## config.mk

```make
export PLATFORM = sky130hd
export DESIGN_NAME = uart_rx_8n1_flat
export DESIGN_NICKNAME = d
export VERILOG_FILES = /design/src/rtl/uart_rx_8n1_if.sv /design/src/rtl/uart_rx_8n1.sv /design/src/flat_wrapper.sv
export SDC_FILE = /design/constraint.sdc
export NUM_CORES = 1
export LEC_CHECK = 0
export ABC_CLOCK_PERIOD_IN_PS = 4000
export CAP_MARGIN = 20
export CORE_MARGIN = 2
export CORE_UTILIZATION = 55
export DETAILED_ROUTE_END_ITERATION = 7
export MAX_ROUTING_LAYER = met4
export PLACE_DENSITY = 0.89
export SETUP_SLACK_MARGIN = 0.05
export SYNTH_ARGS = -nofsm -noshare
export SYNTH_HDL_FRONTEND = slang
export SYNTH_SLANG_ARGS = --single-unit
```

## constraint.sdc

```tcl
create_clock -name clk -period 4 [get_ports clk]
set_input_delay 0.4 -clock clk [delete_from_list [all_inputs] [get_ports clk]]
set_output_delay 0.4 -clock clk [all_outputs]
set_load 0.005 [all_outputs]
```

## src/rtl/uart_rx_8n1_if.sv

```systemverilog
// Receive-side bundle for uart_rx_8n1: serial input, received byte,
// valid/acknowledge handshake and status flags.
// master: the receiver (drives byte/status); slave: the line driver and consumer.
interface uart_rx_8n1_if;
    logic       rx;
    logic [7:0] rxbyte;
    logic       rxvalid;
    logic       rxack;
    logic       rxbusy;
    logic       framing_err;
    logic       overrun;

    modport master (
        input  rx,
        input  rxack,
        output rxbyte,
        output rxvalid,
        output rxbusy,
        output framing_err,
        output overrun
    );

    modport slave (
        output rx,
        output rxack,
        input  rxbyte,
        input  rxvalid,
        input  rxbusy,
        input  framing_err,
        input  overrun
    );
endinterface

```

## src/rtl/uart_rx_8n1.sv

```systemverilog
// 8N1 UART receiver with oversampled start validation, LSB-first data
// assembly, stop-bit check and a valid/ack output register.
// Optional macro UART_RX_MAJORITY_EN: every sample becomes the 2-of-3
// majority of the synchronized line over the sample cycle and the two
// cycles before it.
//
// state | meaning
// ------+-----------------------------------------------------------
// IDLE  | line idle, waiting for synchronized rx low
// START | counting to mid start bit, confirming it is still low
// DATA  | sampling 8 data bits at mid-bit, LSB first
// STOP  | sampling stop bit, completing the frame
// BREAK | stop bit was low; wait for the line to return high
module uart_rx_8n1 #(
    parameter int OVERSAMPLE = 16
) (
    input  logic           clk,
    input  logic           rst,
    uart_rx_8n1_if.master  bus
);
    localparam int CW = $clog2(OVERSAMPLE);
    localparam logic [CW-1:0] HALF_M1 = CW'(OVERSAMPLE / 2 - 1);
    localparam logic [CW-1:0] FULL_M1 = CW'(OVERSAMPLE - 1);

    typedef enum logic [2:0] {
        IDLE  = 3'd0,
        START = 3'd1,
        DATA  = 3'd2,
        STOP  = 3'd3,
        BREAK = 3'd4
    } state_t;

    state_t        state;
    logic          rx_m;
    logic          rx_s;
    logic          sample;
    logic [CW-1:0] cnt;
    logic [2:0]    bitidx;
    logic [7:0]    shreg;
    logic [7:0]    rxbyte_q;
    logic          rxvalid_q;
    logic          framing_err_q;
    logic          overrun_q;

    // Two-flop synchronizer; resets to the idle-high line level.
    always_ff @(posedge clk) begin
        if (rst) begin
            rx_m <= 1'b1;
            rx_s <= 1'b1;
        end else begin
            rx_m <= bus.rx;
            rx_s <= rx_m;
        end
    end

`ifdef UART_RX_MAJORITY_EN
    logic [1:0] rx_hist;

    // Keep the two previous synchronized samples for the majority vote.
    always_ff @(posedge clk) begin
        if (rst) begin
            rx_hist <= 2'b11;
        end else begin
            rx_hist <= {rx_hist[0], rx_s};
        end
    end

    assign sample = (rx_s & rx_hist[0]) | (rx_s & rx_hist[1]) | (rx_hist[0] & rx_hist[1]);
`else
    assign sample = rx_s;
`endif

    // Frame FSM plus the output register and valid/ack handshake.
    always_ff @(posedge clk) begin
        if (rst) begin
            state         <= IDLE;
            cnt           <= '0;
            bitidx        <= 3'd0;
            shreg         <= 8'h00;
            rxbyte_q      <= 8'h00;
            rxvalid_q     <= 1'b0;
            framing_err_q <= 1'b0;
            overrun_q     <= 1'b0;
        end else begin
            // Consumer acknowledge; a completion below in the same cycle overrides it.
            if (bus.rxack && rxvalid_q) begin
                rxvalid_q <= 1'b0;
                overrun_q <= 1'b0;
            end

            case (state)
                IDLE: begin
                    if (!rx_s) begin
                        state <= START;
                        cnt   <= '0;
                    end
                end

                START: begin
                    if (cnt == HALF_M1) begin
                        if (!sample) begin
                            state  <= DATA;
                            cnt    <= '0;
                            bitidx <= 3'd0;
                        end else begin
                            state <= IDLE;
                        end
                    end else begin
                        cnt <= cnt + 1'b1;
                    end
                end

                DATA: begin
                    if (cnt == FULL_M1) begin
                        shreg <= {sample, shreg[7:1]};
                        cnt   <= '0;
                        if (bitidx == 3'd7) begin
                            state <= STOP;
                        end else begin
                            bitidx <= bitidx + 3'd1;
                        end
                    end else begin
                        cnt <= cnt + 1'b1;
                    end
                end

                STOP: begin
                    if (cnt == FULL_M1) begin
                        rxbyte_q      <= shreg;
                        rxvalid_q     <= 1'b1;
                        framing_err_q <= !sample;
                        // An ack landing on the completion cycle consumes the old byte.
                        overrun_q     <= bus.rxack ? 1'b0 : (overrun_q | rxvalid_q);
                        cnt           <= '0;
                        state         <= sample ? IDLE : BREAK;
                    end else begin
                        cnt <= cnt + 1'b1;
                    end
                end

                BREAK: begin
                    if (rx_s) begin
                        state <= IDLE;
                    end
                end

                default: state <= IDLE;
            endcase
        end
    end

    assign bus.rxbyte      = rxbyte_q;
    assign bus.rxvalid     = rxvalid_q;
    assign bus.framing_err = framing_err_q;
    assign bus.overrun     = overrun_q;
    assign bus.rxbusy      = (state != IDLE);
endmodule

```

## src/flat_wrapper.sv

```systemverilog
// flat-port wrapper written by rule: the top's interface ports become plain ports
module uart_rx_8n1_flat 
#(
    parameter int OVERSAMPLE = 16
)
  (clk, rst, bus_rx, bus_rxack, bus_rxbyte, bus_rxvalid, bus_rxbusy, bus_framing_err, bus_overrun);
  uart_rx_8n1_if bus_i ();
  input  logic clk;
  input  logic rst;
  input wire logic [$bits(bus_i.rx)-1:0] bus_rx;
  input wire logic [$bits(bus_i.rxack)-1:0] bus_rxack;
  output wire logic [$bits(bus_i.rxbyte)-1:0] bus_rxbyte;
  output wire logic [$bits(bus_i.rxvalid)-1:0] bus_rxvalid;
  output wire logic [$bits(bus_i.rxbusy)-1:0] bus_rxbusy;
  output wire logic [$bits(bus_i.framing_err)-1:0] bus_framing_err;
  output wire logic [$bits(bus_i.overrun)-1:0] bus_overrun;
  assign bus_i.rx = bus_rx;
  assign bus_i.rxack = bus_rxack;
  assign bus_rxbyte = bus_i.rxbyte;
  assign bus_rxvalid = bus_i.rxvalid;
  assign bus_rxbusy = bus_i.rxbusy;
  assign bus_framing_err = bus_i.framing_err;
  assign bus_overrun = bus_i.overrun;
  uart_rx_8n1 #(.OVERSAMPLE(OVERSAMPLE)) u_core (.clk(clk), .rst(rst), .bus(bus_i));
endmodule
```

Word level (Yosys, flattened, before mapping)
Cells that the tools add are included.
{ "totals": {"reg_bits": 31, "latchBits": 0, "ramBits": 0, "mem_bits_ro": 0, "output_inout_bits": 12, "elab_cells": 64, "mem_count": 0} }
{ "op_classes": {"add_sub_neg": 2, "multipliers": 0, "div_mod_pow": 0, "order_cmp": 0, "n_eq_ne": 15, "shifts": 0, "n_mux": 25, "bitwise": 1, "reduce_logical": 11} }
{ "ops": {"columns": ["cell", "n"], "rows": [
  ["$mux W3", 11],
  ["$pmux W3 S5", 1],
  ["$mux W4", 3],
  ["$pmux W4 S3", 1],
  ["$ne A2 B1 Y1 const B", 5],
  ["$mux W1", 7],
  ["$eq A3 B2 Y1 const B", 2],
  ["$eq A3 B3 Y1 const B", 2],
  ["$ne A2 B2 Y1 const B", 3],
  ["$pmux W3 S2", 1],
  ["$reduce_and A6 Y1", 1],
  ["$reduce_bool A3 Y1", 2],
  ["$reduce_and A5 Y1", 1],
  ["$add A4 B1 Y4 const B", 1],
  ["$eq A4 B3 Y1 const B", 1],
  ["$eq A4 B4 Y1 const B", 1],
  ["$reduce_and A2 Y1", 2],
  ["$add A3 B1 Y3 const B", 1],
  ["$eq A3 B1 Y1 const B", 1],
  ["$logic_not A3 Y1", 1],
  ["$mux W2", 1],
  ["$reduce_bool A2 Y1", 1],
  ["$reduce_or A2 Y1", 1],
  ["$logic_and A1 B1 Y1", 1],
  ["other kinds (2)", 2]
]} }

Longest topological paths before layout
Gate-level depths: netlist (run 1).
{ "logic_depth": {"word_depth": 4, "ltp_mapped": 6, "mapped_depth_nobuf": 5} }

Worst setup path before layout (run 1)
OpenSTA, ideal clock, no wires.
{ "synth_timing": {"path_type": "flip-flop to flip-flop", "start": "register u_core.cnt[0]", "end": "register u_core.state[0]", "setup_ps": 128, "t_arrival_ps": 1423, "slack_ps": 2449, "path_stages_with_launch": 6, "n_path_buf": 0, "synth_period_minus_slack_ps": 1551, "cell_sequence": "dfxtp_1 -> ha_1 -> nand3_2 -> a22oi_4 -> mux2i_1 -> nor3_2"} }
{ "synth_between": {"elab_chain_cells": 3, "word_cells_on_any_way": 6, "cone_classes": "eq/ne: 5; reduce/logical: 1"} }
{ "synth_rtl": {"columns": ["element", "line_no", "rtl"], "rows": [
  ["start: declaration", "uart_rx_8n1.sv:37", "logic [CW-1:0] cnt;"],
  ["start signal: assignment", "uart_rx_8n1.sv:109", "cnt <= cnt + 1'b1;"],
  ["start signal: assignment", "uart_rx_8n1.sv:123", "cnt <= cnt + 1'b1;"],
  ["start signal: assignment", "uart_rx_8n1.sv:137", "cnt <= cnt + 1'b1;"],
  ["$eq A4 B4 Y1 or $eq A4 B3 Y1 (tied branches)", "uart_rx_8n1.sv:114, uart_rx_8n1.sv:128, uart_rx_8n1.sv:100", null],
  ["$ne A2 B1 Y1 (no line)", null, null],
  ["$reduce_and A6 Y1 (no line) *", null, null],
  ["end signal: assignment", "uart_rx_8n1.sv:135", "state <= sample ? IDLE : BREAK;"],
  ["end: declaration", "uart_rx_8n1.sv:33", "state_t state;"]
]} }
Every way passes the cells marked *; elsewhere a longest branch is shown, timed or not.
A chain may end at the register's enable or synchronous reset.

Worst setup path in the final report (run 1)
{ "layout_timing": {"start": "register u_core.state[1]", "end": "register u_core.overrun_q, in the netlist u_core.bus.overrun"} }
{ "layout_between": {"elab_chain_cells": 2} }
{ "layout_rtl": {"columns": ["element", "line_no", "rtl"], "rows": [
  ["$eq A3 B2 Y1", "uart_rx_8n1.sv:91", "case (state)"],
  ["$mux W1", "uart_rx_8n1.sv:91", null],
  ["end signal: assignment", "uart_rx_8n1.sv:133", "overrun_q <= bus.rxack ? 1'b0 : (overrun_q | rxvalid_q);"],
  ["end: declaration", "uart_rx_8n1.sv:43", "logic overrun_q;"]
]} }
No other way between the ends.

==> flow_summary.yaml, run 1 <==
outcome:
  status: "complete, no violations"
yosys:
  synth_adder_area_share_pct: 2.521
  synth_top_area_share_pct: 41.68
  synth_seq_cells: 31
  yosys_warnings: 0
  synth_compound_area_share_pct: 11.93
  synth.yosys.seq_area_share_pct: 41.68
  yosys-top-cells-area: "dfxtp_1, mux2i_1, nor2_1"
  avgSynthCellArea_um2: 10.13
  synth_nets: 154
  ys_types: 48
  synth_top_family_by_area: "simple AND/OR/NAND/NOR gates"
  yosys.area_share.simple_pct: 25.13
  syn_inst: 147
  synthesis.area_um2: 1489
  synthXorXnorAreaFrac_pct: 0.5882
  synth_area_leader_cell: "dfxtp_1"
  synthMuxAreaShare_pct: 12.18
  ys.flop_type: "dfxtp_1"
  synth_edf_count: 0
  synthArstFlopShare_pct: 0
cts:
  cts_max_path_buffers: 2
  ctsHoldBuffers: 0
  clkTransAtPathRegs_ps: 100
  clkSinkCount: 31
  h-tree-depth: 2
  clockRootBuffer: "clkbuf_4"
  clk_latency_ps: 340
  cts_resized: 0
  post_cts_buffers: 0
  tritoncts: "built"
  cts_buffers: 5
global_routing:
  grt_pass1_wl_um: 4609
  grt_pass1_vias: 1015
  track_usage_pct: 19.47
  grt_antenna_before_repair: 0
  grt_max_degree: 36
  grt_overflow: 0
worst_setup_path:
  crit_path_end_kind: "register"
  startpoint_type: "register"
  required_ps: 4220
  worstPathMaxFanout: 12
  crit_type: "register to register"
  cp.arrival_ps: 2420
  r2r_slack_ps: 1800
flow_run:
  cap_violations: 0
floorplanning:
  die_area_um2: 3139
  fp.dieW_um: 56.03
  die_h_um: 56.03
  initial_core_util_pct: 59.03
  coreArea_um2: 2522
  rows: 18
  io_pins: 16
place:
  gp_congestion: 0.8381
  dp_hpwl_um: 1888
  placed_cells: 184
  dp_slack_ps: 1822
  port_buffers: 15
timing:
  min_period_over_period_pct: 55.10
  slew_violations: 0
  rsz0062_at_grt: "false"
  layout_min_cycle_time_ps: 2204
  setup_slack_ps: 1796
  finalClockSkew_ps: 4.647
  max_freq_mhz: 453.7
  relSlewSlack_pct: 31.55
  finalSetupTns_ps: 0
  tightestPinTransition_ps: 1023
  setup_viol: 0
  hold_violations: 0
detailed_routing:
  antenna_left: 0
  wl_per_cell_um: 14.93
  first_iter_violations: 22
  first_pass_iters: 4
  drt-vias-per-instance: 5.766
  vias: 1107
  drc_errors: 0
  routed_wl_um: 2866
finish:
  drive_gt1_share_pct: 17.90
  nNetsFinal: 168
  finalNonFillerCells: 192
  syn_to_final_growth_pct: 13.87
  final_util_pct: 67.21
  antennaDiodeCount: 0
power:
  power_mw: 0.5796
  power_density_nw_per_um2: 341.9
  ir_drop_v: 0.0003604
  leakagePower_nw: 0.6329
min_path:
  hp-class: "register to register"
[power breakdown]
group	leakage, nW	total, mW	internal [mW]	switching, mW
combinational	0.338	0.0183	0.00850	0.00985
sequential	0.250	0.313	0.310	0.00261
clock	0.0452	0.249	0.131	0.117
[metal layers]
metal	global-route usage [%]	vias to the layer above	routed length, um
met4	7.483	0	57
met3	6.744	11	135
met1	23.05	519	1315
met5	-	-	0
met2	30.42	34	1358
li1	-	543	-
[flip-flops by register name, indices dropped and copies added (netlist names)]
signal and cells:
u_core.bus.rxvalid 1, u_core.bitidx 3, u_core.shreg 8, u_core.bus.framing_err 1, u_core.rx_m 1, u_core.cnt 4
u_core.state 3, u_core.bus.rxbyte 8, u_core.bus.overrun 1, u_core.rx_s 1
[synth_stat cells, types with 2 or more instances]
| master | count |
|---|---|
| dfxtp_1 | 31 |
| nor2_1 | 22 |
| mux2i_1 | 17 |
| a21oi_1 | 6 |
| inv_1 | 5 |
| nand2b_1 | 5 |
| buf_6 | 3 |
| ha_1 | 3 |
| nand2_1 | 3 |
| o21ai_0 | 3 |
| o21ai_1 | 3 |
| or2_2 | 3 |
| a211oi_1 | 2 |
| buf_4 | 2 |
| clkbuf_1 | 2 |
| nand3_1 | 2 |
| nor3_2 | 2 |
| nor3b_1 | 2 |
| or3_1 | 2 |
[kinds of logic (layout without fill, tap and decap cells)]
family	after synthesis	count (layout)
adder cells (fa/ha/maj)	3	3
XOR/XNOR	1	1
AO/OA/AOI/OAI	22	22
buffers and inverters	14	29
multiplexers	18	18
flip-flops	31	31
AND/OR/NAND/NOR	58	58
[stage by stage]
stage / instance area (um2) / hold slack (ps)
after global routing: 1695 / 445.4
after floorplan: 1489 / 389.5
after detailed placement: 1614 / 401.7
after global placement: 1614 / 397.3
after CTS: 1695 / 430.0
final: 1695 / 423.6
[worst max-delay path: stages, from the launching register on]
cell and delay [ps]:
dfxtp_1 610, or2b_4 340, nor2_1 790, or4b_1 240, o311ai_2 100
[final timing paths]
check | from | to | depth (start not counted)
max | u_core.state[1] | u_core.bus.overrun | 4
min | u_core.rx_m | u_core.rx_s | 1
max reg2reg | u_core.state[1] | u_core.bus.overrun | 4
min reg2reg | u_core.rx_m | u_core.rx_s | 1
[area by class of cell]
class / count / area, um2
clock inverters: 3 / 43.79
flip-flops and latches: 31 / 620.6
inverters: 5 / 18.77
well taps: 30 / 37.54
clock buffers: 5 / 37.54
multi-input cells: 102 / 779.5
fillers: 199 / 827.0
repair buffers: 16 / 157.7
[layout by cell type (no fill, tap or decap), types with 2 or more instances in the layout]
| cell type | netlist | layout |
|---|---|---|
| ha_1 | 3 | 3 |
| nor3_2 | 2 | 2 |
| nand2_1 | 3 | 3 |
| mux2i_1 | 17 | 17 |
| o21ai_0 | 3 | 3 |
| nor2_1 | 22 | 22 |
| a211oi_1 | 2 | 2 |
| nand2b_1 | 5 | 5 |
| or2_2 | 3 | 3 |
| o21ai_1 | 3 | 3 |
| clkdlybuf4s50_1 | 0 | 15 |
| a21oi_1 | 6 | 6 |
| clkbuf_4 | 0 | 5 |
| nand3_1 | 2 | 2 |
| inv_1 | 5 | 5 |
| nor3b_1 | 2 | 2 |
| dfxtp_1 | 31 | 31 |
| or3_1 | 2 | 2 |
Power figures use the tool's default switching activity.
==> run 2: changes to the inputs <==
Settings changed: ABC_CLOCK_PERIOD_IN_PS 4000 to 2000, CORE_UTILIZATION 55 to 49, PLACE_DENSITY 0.89 to 0.84.
Clock period 4 ns to 2 ns, I/O delays scaled along.
==> flow_summary.yaml, run 2 (synthesis gave the netlist of run 1 again) <==
power:
  leakagePower_nw: 0.6327
  power_density_nw_per_um2: 597.1
  ir_drop_v: 0.0005378
worst_setup_path:
  required_ps: 1800
  crit_type: "register to output port"
  cp.buffers_inverters: 1
  ff2ff_path_depth: 6
  crit_path_end_kind: "output port"
  worstPathMaxFanout: 12
  cp_top_family: "buffers and inverters"
  r2r_slack_ps: 270
  cp.arrival_ps: 1630
  startpoint_type: "register"
  worstSetupPathDepth: 2
  path_cells: "or3_1 > clkdlybuf4s50_1"
  slowest_delay_ps: 450
  cpMaxStageDelayCell: "clkdlybuf4s50_1"
finish:
  syn_to_final_growth_pct: 13.53
  antennaDiodeCount: 0
  nNetsFinal: 171
  final_common_cell: "dfxtp_1"
  drive_gt1_share_pct: 18.18
  finalNonFillerCells: 198
  final_cell_mix: "dfxtp_1, nor2_1, mux2i_1, clkdlybuf4s50_1, a21oi_1"
place:
  port_buffers: 15
  gp_congestion: 0.8839
  dp_hpwl_um: 1976
  placed_cells: 190
detailed_routing:
  antenna_left: 0
  wl_per_cell_um: 13.67
  first_pass_iters: 4
  routed_wl_um: 2706
  drt-vias-per-instance: 5.571
  drc_errors: 0
  first_iter_violations: 24
  vias: 1103
timing:
  max_freq_mhz: 547.3
  finalSetupTns_ps: 0
  hold_violations: 0
  finalClockSkew_ps: 1.695
  relSlewSlack_pct: 70.31
  rsz0062_at_grt: "false"
  layout_min_cycle_time_ps: 1827
  slew_violations: 0
  tightestPinTransition_ps: 441.2
  min_period_over_period_pct: 91.36
  setup_viol: 0
cts:
  cts_buffers: 5
  h-tree-depth: 2
  ctsHoldBuffers: 0
  clkSinkCount: 31
  clkTransAtPathRegs_ps: 90
  clockRootBuffer: "clkbuf_4"
  clk_latency_ps: 330
  tritoncts: "built"
  cts_resized: 0
  post_cts_buffers: 0
  cts_max_path_buffers: 2
global_routing:
  track_usage_pct: 18.60
  met1_usage_pct: 21.41
  grt_pass1_vias: 1032
  grt_pass1_wl_um: 4671
  grt_antenna_before_repair: 0
  use_met2_pct: 29.21
  grt_max_degree: 19
  use_met3_pct: 6.769
  grt_overflow: 0
  grt-busiest-layer: "met2"
min_path:
  hp-class: "register to register"
  min_path_cells: 1
floorplanning:
  rows: 20
  coreArea_um2: 2978
  fp.dieW_um: 59.13
  initial_core_util_pct: 50.00
  die_h_um: 59.13
  io_pins: 16
  die_area_um2: 3496
outcome:
  status: "complete, no violations"
flow_run:
  cap_violations: 0
run 2: final timing paths:
kind | start | end
min reg2reg | u_core.rx_m | u_core.rx_s
max | u_core.state[0] | bus_rxbusy
max reg2reg | u_core.cnt[0] | u_core.bus.overrun
min | u_core.rx_m | u_core.rx_s
run 2: area by class of cell:
| cell class | count | area, um2 |
|---|---|---|
| Timing Repair Buffer | 19 | 180.2 |
| Sequential cell | 31 | 620.6 |
| Tap cell | 33 | 41.29 |
| Clock buffer | 7 | 45.04 |
| Multi-Input combinational cell | 102 | 779.5 |
| Fill cell | 266 | 1287 |
| Inverter | 5 | 18.77 |
| Clock inverter | 1 | 5.005 |
run 2: per-stage QoR:
step	hold WS, ps	total power, mW	setup slack [ps]	area [um2]	utilization (%)
after detailed placement	403.9	0.6765	297.7	1640	55.08
final	423.9	1.009	172.8	1690	56.76
after global placement	395.1	0.6756	347.8	1640	55.08
after floorplan	303.8	0.6666	449.4	1489	-
after global routing	417.5	1.049	90.60	1690	56.76
after CTS	425.3	1.023	154.3	1690	56.76
run 2: metal layers:
layer | part of all wire (%) | wire [um]
met2 | 50 | 1349
met1 | 44 | 1197
met4 | 1.6 | 44
met3 | 4.2 | 114
met5 | 0 | 0
run 2: power breakdown:
group	switching, mW	leakage [nW]	total [mW]	internal (mW)
Combinational	0.0187	0.353	0.0371	0.0183
Clock	0.211	0.0293	0.347	0.137
Sequential	0.00485	0.250	0.625	0.620
Total	0.234	0.633	1.01	0.775
==> run 3: changes to the inputs <==
Settings changed: CTS_BUF_LIST set to sky130_fd_sc_hd__clkbuf_4 sky130_fd_sc_hd__clkbuf_8 sky130_fd_sc_hd__clkbuf_16, REMOVE_ABC_BUFFERS set to 1.
==> flow_summary.yaml, run 3 (synthesis gave the netlist of run 1 again) <==
worst_setup_path:
  crit_start: "u_core.state[2]"
  r2r_slack_ps: 230
  crit_type: "register to output port"
  worstPathMaxFanout: 10
  required_ps: 1800
  crit_path_end_kind: "output port"
  ff2ff_path_depth: 6
  worstReg2RegStart: "u_core.cnt[0]"
  cp.arrival_ps: 1650
  endpoint: "bus_rxbusy"
  r2r-end: "u_core.bus.rxbyte[1]"
  startpoint_type: "register"
finish:
  final_common_cell: "dfxtp_1"
  syn_to_final_growth_pct: 14.96
  antennaDiodeCount: 0
  nNetsFinal: 173
  drive_gt1_share_pct: 19.88
  finalNonFillerCells: 199
  fillers: 272
  final_cell_mix: "dfxtp_1, nor2_1, mux2i_1, clkdlybuf4s50_1"
  register_area_um2: 620.6
  multi_input_area_um2: 779.5
  final_cell_area_um2: 1712
global_routing:
  grt_overflow: 0
  grt_pass1_wl_um: 5009
  grt_max_degree: 21
  grt_antenna_before_repair: 0
  track_usage_pct: 19.80
  grt_pass1_vias: 1167
power:
  ir_drop_v: 0.0005080
  leakagePower_nw: 0.6478
  power_density_nw_per_um2: 605.6
  power_mw: 1.036
floorplanning:
  die_area_um2: 3496
  initial_core_util_pct: 50.00
  io_pins: 16
  die_h_um: 59.13
  fp.dieW_um: 59.13
  coreArea_um2: 2978
  rows: 20
detailed_routing:
  routed_wl_um: 2871
  antenna_left: 0
  first_pass_iters: 4
  drc_errors: 0
  vias: 1080
  wl_per_cell_um: 14.43
  wl_met3_um: 94
  top_layer_used: "met4"
  drt-met1-wl_um: 1245
  drt-vias-per-instance: 5.427
  first_iter_violations: 10
  wl_met2_um: 1475
cts:
  clockRootBuffer: "clkbuf_4"
  cts_resized: 0
  h-tree-depth: 2
  clkTransAtPathRegs_ps: 100
  ctsHoldBuffers: 0
  tritoncts: "built"
  clk_latency_ps: 330
  clkSinkCount: 31
  post_cts_buffers: 0
  cts_max_path_buffers: 2
  cts_buffers: 5
timing:
  tightestPinTransition_ps: 434.6
  slew_violations: 0
  relSlewSlack_pct: 70.76
  hold_violations: 0
  whs_ps: 419.7
  finalClockSkew_ps: 16.68
  layout_min_cycle_time_ps: 1847
  setup_viol: 0
  min_period_over_period_pct: 92.33
  finalSetupTns_ps: 0
  rsz0062_at_grt: "false"
  max_freq_mhz: 541.6
place:
  placed_cells: 192
  port_buffers: 15
  placed_area_um2: 1655
  dp_hpwl_um: 2092
  gp_congestion: 0.8370
outcome:
  status: "complete, no violations"
min_path:
  hp-class: "register to register"
flow_run:
  cap_violations: 0
run 3: cell count changes in the layout (fill, tap and decap cells not counted):
cell / change
buf_4: +2
clkbuf_1: -2
clkbuf_8: +1
run 3: power by group:
| group | leakage (nW) | internal (mW) | switching, mW |
|---|---|---|---|
| Sequential | 0.250 | 0.620 | 0.00514 |
| Combinational | 0.364 | 0.0195 | 0.0207 |
| Clock | 0.0341 | 0.163 | 0.209 |
run 3: metrics by stage:
step                util, %  setup slack, ps
global placement      55.59            327.8
CTS                   57.48            139.8
global route          57.48            71.16
finish                57.48            153.4
detailed placement    55.59            267.3
floorplan                 -            130.7
run 3: layer usage:
metal,GRT usage [%],vias to the layer above
li1,-,551
met1,21.78,506
met2,33.65,18
met3,5.895,5
met4,7.468,0
met5,-,-
run 3: critical path: stages (launching register included):
cell             delay, ps
dfxtp_1                370
buf_4                  190
or3_1                  300
clkdlybuf4s50_1        450
run 3: cell type report:
class	count	share of cell area (%)
Clock inverter	1	0.2924
Inverter	5	1.096
Timing Repair Buffer	21	11.40
Tap cell	33	2.412
Clock buffer	6	2.997
Sequential cell	31	36.26
Multi-Input combinational cell	102	45.54
run 3: how the worst min path moves through the flow:
stage / slack (ps) / depth (start not counted) / startpoint / endpoint
final: 420 / 1 / u_core.rx_m / u_core.rx_s
after global placement: 390 / 1 / u_core.rx_m / u_core.rx_s
after global routing: 440 / 1 / u_core.rx_m / u_core.rx_s
after CTS: 430 / 1 / u_core.rx_m / u_core.rx_s
after floorplan: 260 / 1 / rst / u_core.bitidx[0]
after detailed placement: 400 / 1 / u_core.rx_m / u_core.rx_s
